File: config.mk
export PLATFORM = sky130hd
export DESIGN_NAME = seg_scan_decoder
export DESIGN_NICKNAME = d
export VERILOG_FILES = /design/src/rtl/seg_scan_decoder.sv
export SDC_FILE = /design/constraint.sdc
export NUM_CORES = 1
export LEC_CHECK = 0
export BUFFER_PORTS_ARGS = -buffer_cell sky130_fd_sc_hd__buf_2
export CELL_PAD_IN_SITES_DETAIL_PLACEMENT = 1
export CELL_PAD_IN_SITES_GLOBAL_PLACEMENT = 1
export CORE_ASPECT_RATIO = 0.7
export CORE_MARGIN = 8
export CORE_UTILIZATION = 45
export CTS_CLUSTER_DIAMETER = 80
export DETAILED_ROUTE_END_ITERATION = 12
export PLACE_DENSITY = 0.84
export REMOVE_ABC_BUFFERS = 1
export SLEW_MARGIN = 20
export SYNTH_ARGS = -nofsm -noshare
export SYNTH_HDL_FRONTEND = slang
export SYNTH_SLANG_ARGS = --single-unit
File: constraint.sdc
create_clock -name clk -period 2.8 [get_ports clk]
set_input_delay 0.56 -clock clk [delete_from_list [all_inputs] [get_ports clk]]
set_output_delay 0.56 -clock clk [all_outputs]
set_load 0.005 [all_outputs]
File: src/rtl/seg_scan_decoder.sv
// Recovers digit values from a multiplexed, active-low 7-segment scan (6 positions).
// Optional macro SEG_DP_CAPTURE_EN adds decimal-point capture on dig[7].
module seg_scan_decoder #(
  parameter int unsigned STABLE_CYC = 4
) (
  input  logic        clk,
  input  logic        rst,
  input  logic [5:0]  sel,
  input  logic [7:0]  dig,
  output logic [23:0] digits,
  output logic [5:0]  digit_vld,
  output logic        frame_done,
  output logic        err,
  output logic [5:0]  dp
);

  localparam int unsigned POS_N = 6;
  localparam int unsigned NIB_W = 4;
  localparam int unsigned CNT_W = 4;
`ifdef SEG_DP_CAPTURE_EN
  localparam int unsigned SEG_W = 8;
`else
  localparam int unsigned SEG_W = 7;
`endif
  localparam logic [CNT_W-1:0] STABLE_CNT = CNT_W'(STABLE_CYC);

  typedef enum logic [1:0] {
    TRACK  = 2'd0,
    COMMIT = 2'd1,
    HOLD   = 2'd2
  } state_t;

  logic [POS_N-1:0]       sel_meta, sel_sync, prev_sel;
  logic [SEG_W-1:0]       seg_meta, seg_sync, prev_seg;
  logic [CNT_W-1:0]       cnt, cnt_nxt;
  state_t                 state, state_nxt;
  logic [POS_N-1:0]       seen, seen_nxt;
  logic [POS_N*NIB_W-1:0] digits_nxt;
  logic [POS_N-1:0]       vld_nxt;
  logic                   sample_chg;
  logic [NIB_W:0]         dec;
  logic [POS_N-1:0]       sel_low;
  logic                   one_hot, commit, legal, bad, frame_nxt;

  // Segment pattern (g..a, active-low) to {valid, nibble}
  function automatic logic [NIB_W:0] seg_decode(input logic [6:0] seg);
    logic [NIB_W:0] r;
    case (seg)
      7'h40:   r = {1'b1, 4'h0};
      7'h79:   r = {1'b1, 4'h1};
      7'h24:   r = {1'b1, 4'h2};
      7'h30:   r = {1'b1, 4'h3};
      7'h19:   r = {1'b1, 4'h4};
      7'h12:   r = {1'b1, 4'h5};
      7'h02:   r = {1'b1, 4'h6};
      7'h78:   r = {1'b1, 4'h7};
      7'h00:   r = {1'b1, 4'h8};
      7'h10:   r = {1'b1, 4'h9};
      7'h7F:   r = {1'b1, 4'hF};
      default: r = {1'b0, 4'h0};
    endcase
    return r;
  endfunction

  // Two-flop synchronizers plus the previous-sample register used for stability
  always_ff @(posedge clk or posedge rst) begin
    if (rst) begin
      sel_meta <= '1;
      sel_sync <= '1;
      prev_sel <= '1;
      seg_meta <= '1;
      seg_sync <= '1;
      prev_seg <= '1;
    end else begin
      sel_meta <= sel;
      sel_sync <= sel_meta;
      prev_sel <= sel_sync;
      seg_meta <= dig[SEG_W-1:0];
      seg_sync <= seg_meta;
      prev_seg <= seg_sync;
    end
  end

  assign sample_chg = (sel_sync != prev_sel) || (seg_sync != prev_seg);

  always_comb begin
    cnt_nxt = cnt;
    if (sample_chg) begin
      cnt_nxt = CNT_W'(1);
    end else if (cnt < STABLE_CNT) begin
      cnt_nxt = cnt + CNT_W'(1);
    end
  end

  always_ff @(posedge clk or posedge rst) begin
    if (rst) begin
      cnt   <= '0;
      state <= TRACK;
    end else begin
      cnt   <= cnt_nxt;
      state <= state_nxt;
    end
  end

  // COMMIT is taken on the cycle the count first reaches STABLE_CYC
  always_comb begin
    state_nxt = TRACK;
    if (!sample_chg && (cnt_nxt == STABLE_CNT)) begin
      state_nxt = (state == TRACK) ? COMMIT : HOLD;
    end
  end

  // Results register on the edge that enters COMMIT, giving 2 + STABLE_CYC latency
  assign dec     = seg_decode(seg_sync[6:0]);
  assign sel_low = ~sel_sync;
  assign one_hot = (sel_low != '0) && ((sel_low & (sel_low - POS_N'(1))) == '0);
  assign commit  = (state_nxt == COMMIT);
  assign legal   = commit && one_hot && dec[NIB_W];
  assign bad     = commit && (sel_sync != '1) && !(one_hot && dec[NIB_W]);

  always_comb begin
    digits_nxt = digits;
    vld_nxt    = digit_vld;
    seen_nxt   = seen;
    frame_nxt  = 1'b0;
    if (legal) begin
      for (int i = 0; i < POS_N; i++) begin
        if (sel_low[i]) begin
          digits_nxt[NIB_W*i +: NIB_W] = dec[NIB_W-1:0];
        end
      end
      vld_nxt  = digit_vld | sel_low;
      seen_nxt = seen | sel_low;
      if (seen_nxt == '1) begin
        frame_nxt = 1'b1;
        seen_nxt  = '0;
      end
    end
  end

  always_ff @(posedge clk or posedge rst) begin
    if (rst) begin
      digits     <= '1;
      digit_vld  <= '0;
      seen       <= '0;
      frame_done <= 1'b0;
      err        <= 1'b0;
    end else begin
      digits     <= digits_nxt;
      digit_vld  <= vld_nxt;
      seen       <= seen_nxt;
      frame_done <= frame_nxt;
      err        <= bad;
    end
  end

`ifdef SEG_DP_CAPTURE_EN
  logic [POS_N-1:0] dp_nxt;

  always_comb begin
    dp_nxt = dp;
    if (legal) begin
      for (int i = 0; i < POS_N; i++) begin
        if (sel_low[i]) begin
          dp_nxt[i] = ~seg_sync[SEG_W-1];
        end
      end
    end
  end

  always_ff @(posedge clk or posedge rst) begin
    if (rst) begin
      dp <= '0;
    end else begin
      dp <= dp_nxt;
    end
  end
`else
  logic unused_dp_seg;

  assign unused_dp_seg = dig[7];
  assign dp            = '0;
`endif

endmodule

==> results by group <==
Critical path
  • Max stage delay cell, worst path: dfstp_2
  • Max stage delay on crit path: around 0.64 ns
  • Worst setup SP type: flip-flop
  • CP required: about 3.0 ns
  • CP Class: flip-flop to flip-flop
  • WP data arrival: 2.87 ns
  • CP Max Fanout: 7
  • Worst Setup End Kind: flip-flop
  • Cell chain of the critical path: xor2_1 > nor4_2 > nand4_2 > buf_4 > or4_1 > nor3_2 > o21ba_2
  • R2R cell count: 7

Clock tree
  • Setup bufs post-CTS: 0
  • Clk slew on worst S/H paths: approximately 0.080 ns
  • Cts bufs inserted: 9
  • CTS Sinks: 83
  • Worst skew pair latency: between 0.3 and 0.4 ns
  • CTS Root Cell: clkbuf_8
  • Post-cts sizing count: 0
  • CTS max path bufs: 2
  • CTS tree: built
  • CTS H-tree depth: 3
  • Cts-stage hold buffer count: 0

Global route
  • M1 GR Usage: between 10% and 20%
  • Grt peak-use layer: met2
  • Met2 usage: 24.0%
  • Met3 usage: just under 6%
  • Largest net degree at the start of global routing: 84
  • Initial antenna violation count: 0
  • GR Overflow Total: 0
  • Tot GR Track Use: between 10% and 20%
  • First-pass GRT wire length: 11600 um
  • Vias in the first global route: around 2.2k

Drt
  • Routed len/inst: 18.1 um
  • DRT Wirelength: a little over 7000 um
  • ANT nets after route: 0
  • Vias: 1944
  • Drt pass-1 iters: 4
  • # DRC: 0
  • Post-DR vias/cell: around 5.0
  • Drt initial violations: around 140

Power and ir drop
  • Peak supply drop: ~350 uV
  • Net Sw Frac: a little under a quarter
  • Seq pwr share: a little under three fifths
  • Leak pwr: 1.82 nW
  • Cell-internal power: between 0.0015 and 0.002 W
  • Comb pwr share: around 4.5%
  • Net switching power: between 0.0005 and 0.0006 W
  • Pwr Density: 574 nW/um2
  • Clock Power Share: ~39%

Die
  • Initial Util: a little under half
  • Die Height: between 80 and 90 um
  • Row cnt: 26
  • Core area: slightly above 7000 um2
  • Die W: between 100 and 150 um
  • Die area: roughly 11000 um2
  • Number of I/O pins: 54

STA
  • Final Cycle Share: 93.8%
  • RSZ-0062 raised after global routing: false
  • Min cycle time layout: about 2.6 ns
  • Final slew viol count: 0
  • Fin Setup TNS: 0 ns
  • Final setup violating endpoints: 0
  • Peak Freq: approximately 0.38 GHz
  • Final Hold Viols: 0
  • Clock Skew: between 0.01 and 0.015 ns

Flow run
  • MaxCap Viol Count: 0

Synthesis
  • Avg Cell Area, Syn: around 15 um2
  • Ys async rst share: between 90% and 100%
  • Synth area leader: dfstp_2
  • Mapped Cells: 228
  • FF+latch count, synth: 83
  • Largest cells by area after synthesis: dfstp_2 49%, dfrtp_1 15%, mux2_4 5.4%
  • Sequential-to-total area share from yosys stat: 64.1%
  • Synth warn: 0
  • EDFF count, synth: 0
  • Post-Syn Area: about 3400 um2
  • Dominant synthesized flop cell: dfstp_2
  • Synth top area share: between 40 and 50%
  • Synth cell types: 46

Finish
  • Layout cell share with drive strength beyond 1: between 60% and 70%
  • Area Overhead vs Synth: 16.8%
  • Final #Nets: 304
  • Most common cell after layout, fill and taps aside: dfstp_2
  • Most frequent cells in the layout: 63 x dfstp_2, 46 x buf_2, 20 x dfrtp_1
  • Final Non-Filler Cells: 390
  • Ant. Diodes: 0

Hold path
  • Hold WC Path Type: input port to asynchronous set/reset pin

Status
  • Outcome: completed

Placed design
  • Inst Count DP: 374
  • Gp weighted congestion: roughly 0.82
  • Port bufs: 46
  • HPWL after DPL: between 4000 and 5000 um
-- final cells by class --
cell class | instances | area (um2)
flip-flops and latches | 83 | 2160
fillers | 751 | 3330
well taps | 98 | 123
inverters | 10 | 37.5
clock buffers | 11 | 141
repair buffers | 56 | 318
multi-input cells | 127 | 1090
clock inverters | 5 | 61.3
-- final timing paths --
path / startpoint / endpoint / slack, ns
worst max-delay path: sel_sync[0] / seen[0] / 0.17
worst min-delay path: rst / digit_vld[2] / 0.28
max in group asynchronous: rst / digits[23] / 2.14
min in group clk: dig[1] / seg_meta[1] / 0.30
worst min register to register: sel_meta[1] / sel_sync[1] / 0.36
worst max register to register: sel_sync[0] / seen[0] / 0.17
-- state kept, by name, summed over array words and instances, names as in the netlist, 6 cells and up --
signal,count
digits,24
prev_seg,7
seg_meta,7
seg_sync,7
digit_vld,6
prev_sel,6
seen,6
sel_meta,6
sel_sync,6
-- metal layers --
metal	wire [um]	vias to the layer above	share of wire [%]
met5	0	-	0
met4	89	0	1.3
met3	449	10	6.4
met1	3100	989	44
met2	3400	56	48
li1	-	889	-
-- kinds of logic (layout without fill, tap and decap cells) --
group | after synthesis | after routing | synth area share (%)
AO/OA/AOI/OAI | 26 | 26 | 5.88
adder cells (fa/ha/maj) | 2 | 2 | 0.670
AND/OR/NAND/NOR | 53 | 53 | 11.6
XOR/XNOR | 16 | 16 | 4.17
multiplexers | 24 | 24 | 9.38
other | 1 | 6 | 0.112
flip-flops | 83 | 83 | 64.1
buffers and inverters | 23 | 82 | 4.06
-- per-stage QoR --
stage | hold slack (ns) | total power, W | util, % | worst slack [ns] | cell area, um2
final | 0.282 | 0.00225 | 54.1 | 0.173 | 3920
after global routing | 0.267 | 0.00235 | 54.1 | 0.0376 | 3920
after CTS | 0.285 | 0.00228 | 54.1 | 0.172 | 3920
after detailed placement | 0.347 | 0.00140 | 51.3 | 0.200 | 3720
after global placement | 0.346 | 0.00139 | 51.3 | 0.241 | 3720
after floorplan | 0.345 | 0.00135 | - | 0.207 | 3280
-- cell usage after synthesis (4+ instances only) --
library cell and n:
nor3_4 6, xor2_1 13, nor2_1 8, nand3_1 4, o21ba_2 6, or2_2 7, dfstp_2 63, mux2_2 12
buf_2 4, buf_4 6, a21oi_1 5, mux2_4 12, inv_1 10, nand2_1 5, dfrtp_1 20
-- power by group through the flow --
stage / logic, W / registers [W] / clock network, W
2_1_floorplan: 0.0000560 / 0.00130 / 0
3_3_place_gp: 0.0000975 / 0.00129 / 0
3_5_place_dp: 0.000104 / 0.00130 / 0
4_1_cts: 0.000104 / 0.00128 / 0.000901
5_1_grt: 0.000115 / 0.00128 / 0.000957
6_report: 0.000102 / 0.00128 / 0.000872
-- critical path: cells and delay by family (launching register included) --
kind	cells	cell delay [ns]
XOR/XNOR	1	0.10
flip-flops	1	0.64
AO/OA/AOI/OAI	1	0.23
AND/OR/NAND/NOR	4	1.37
buffers and inverters	1	0.18
Power figures use the tool's default switching activity.
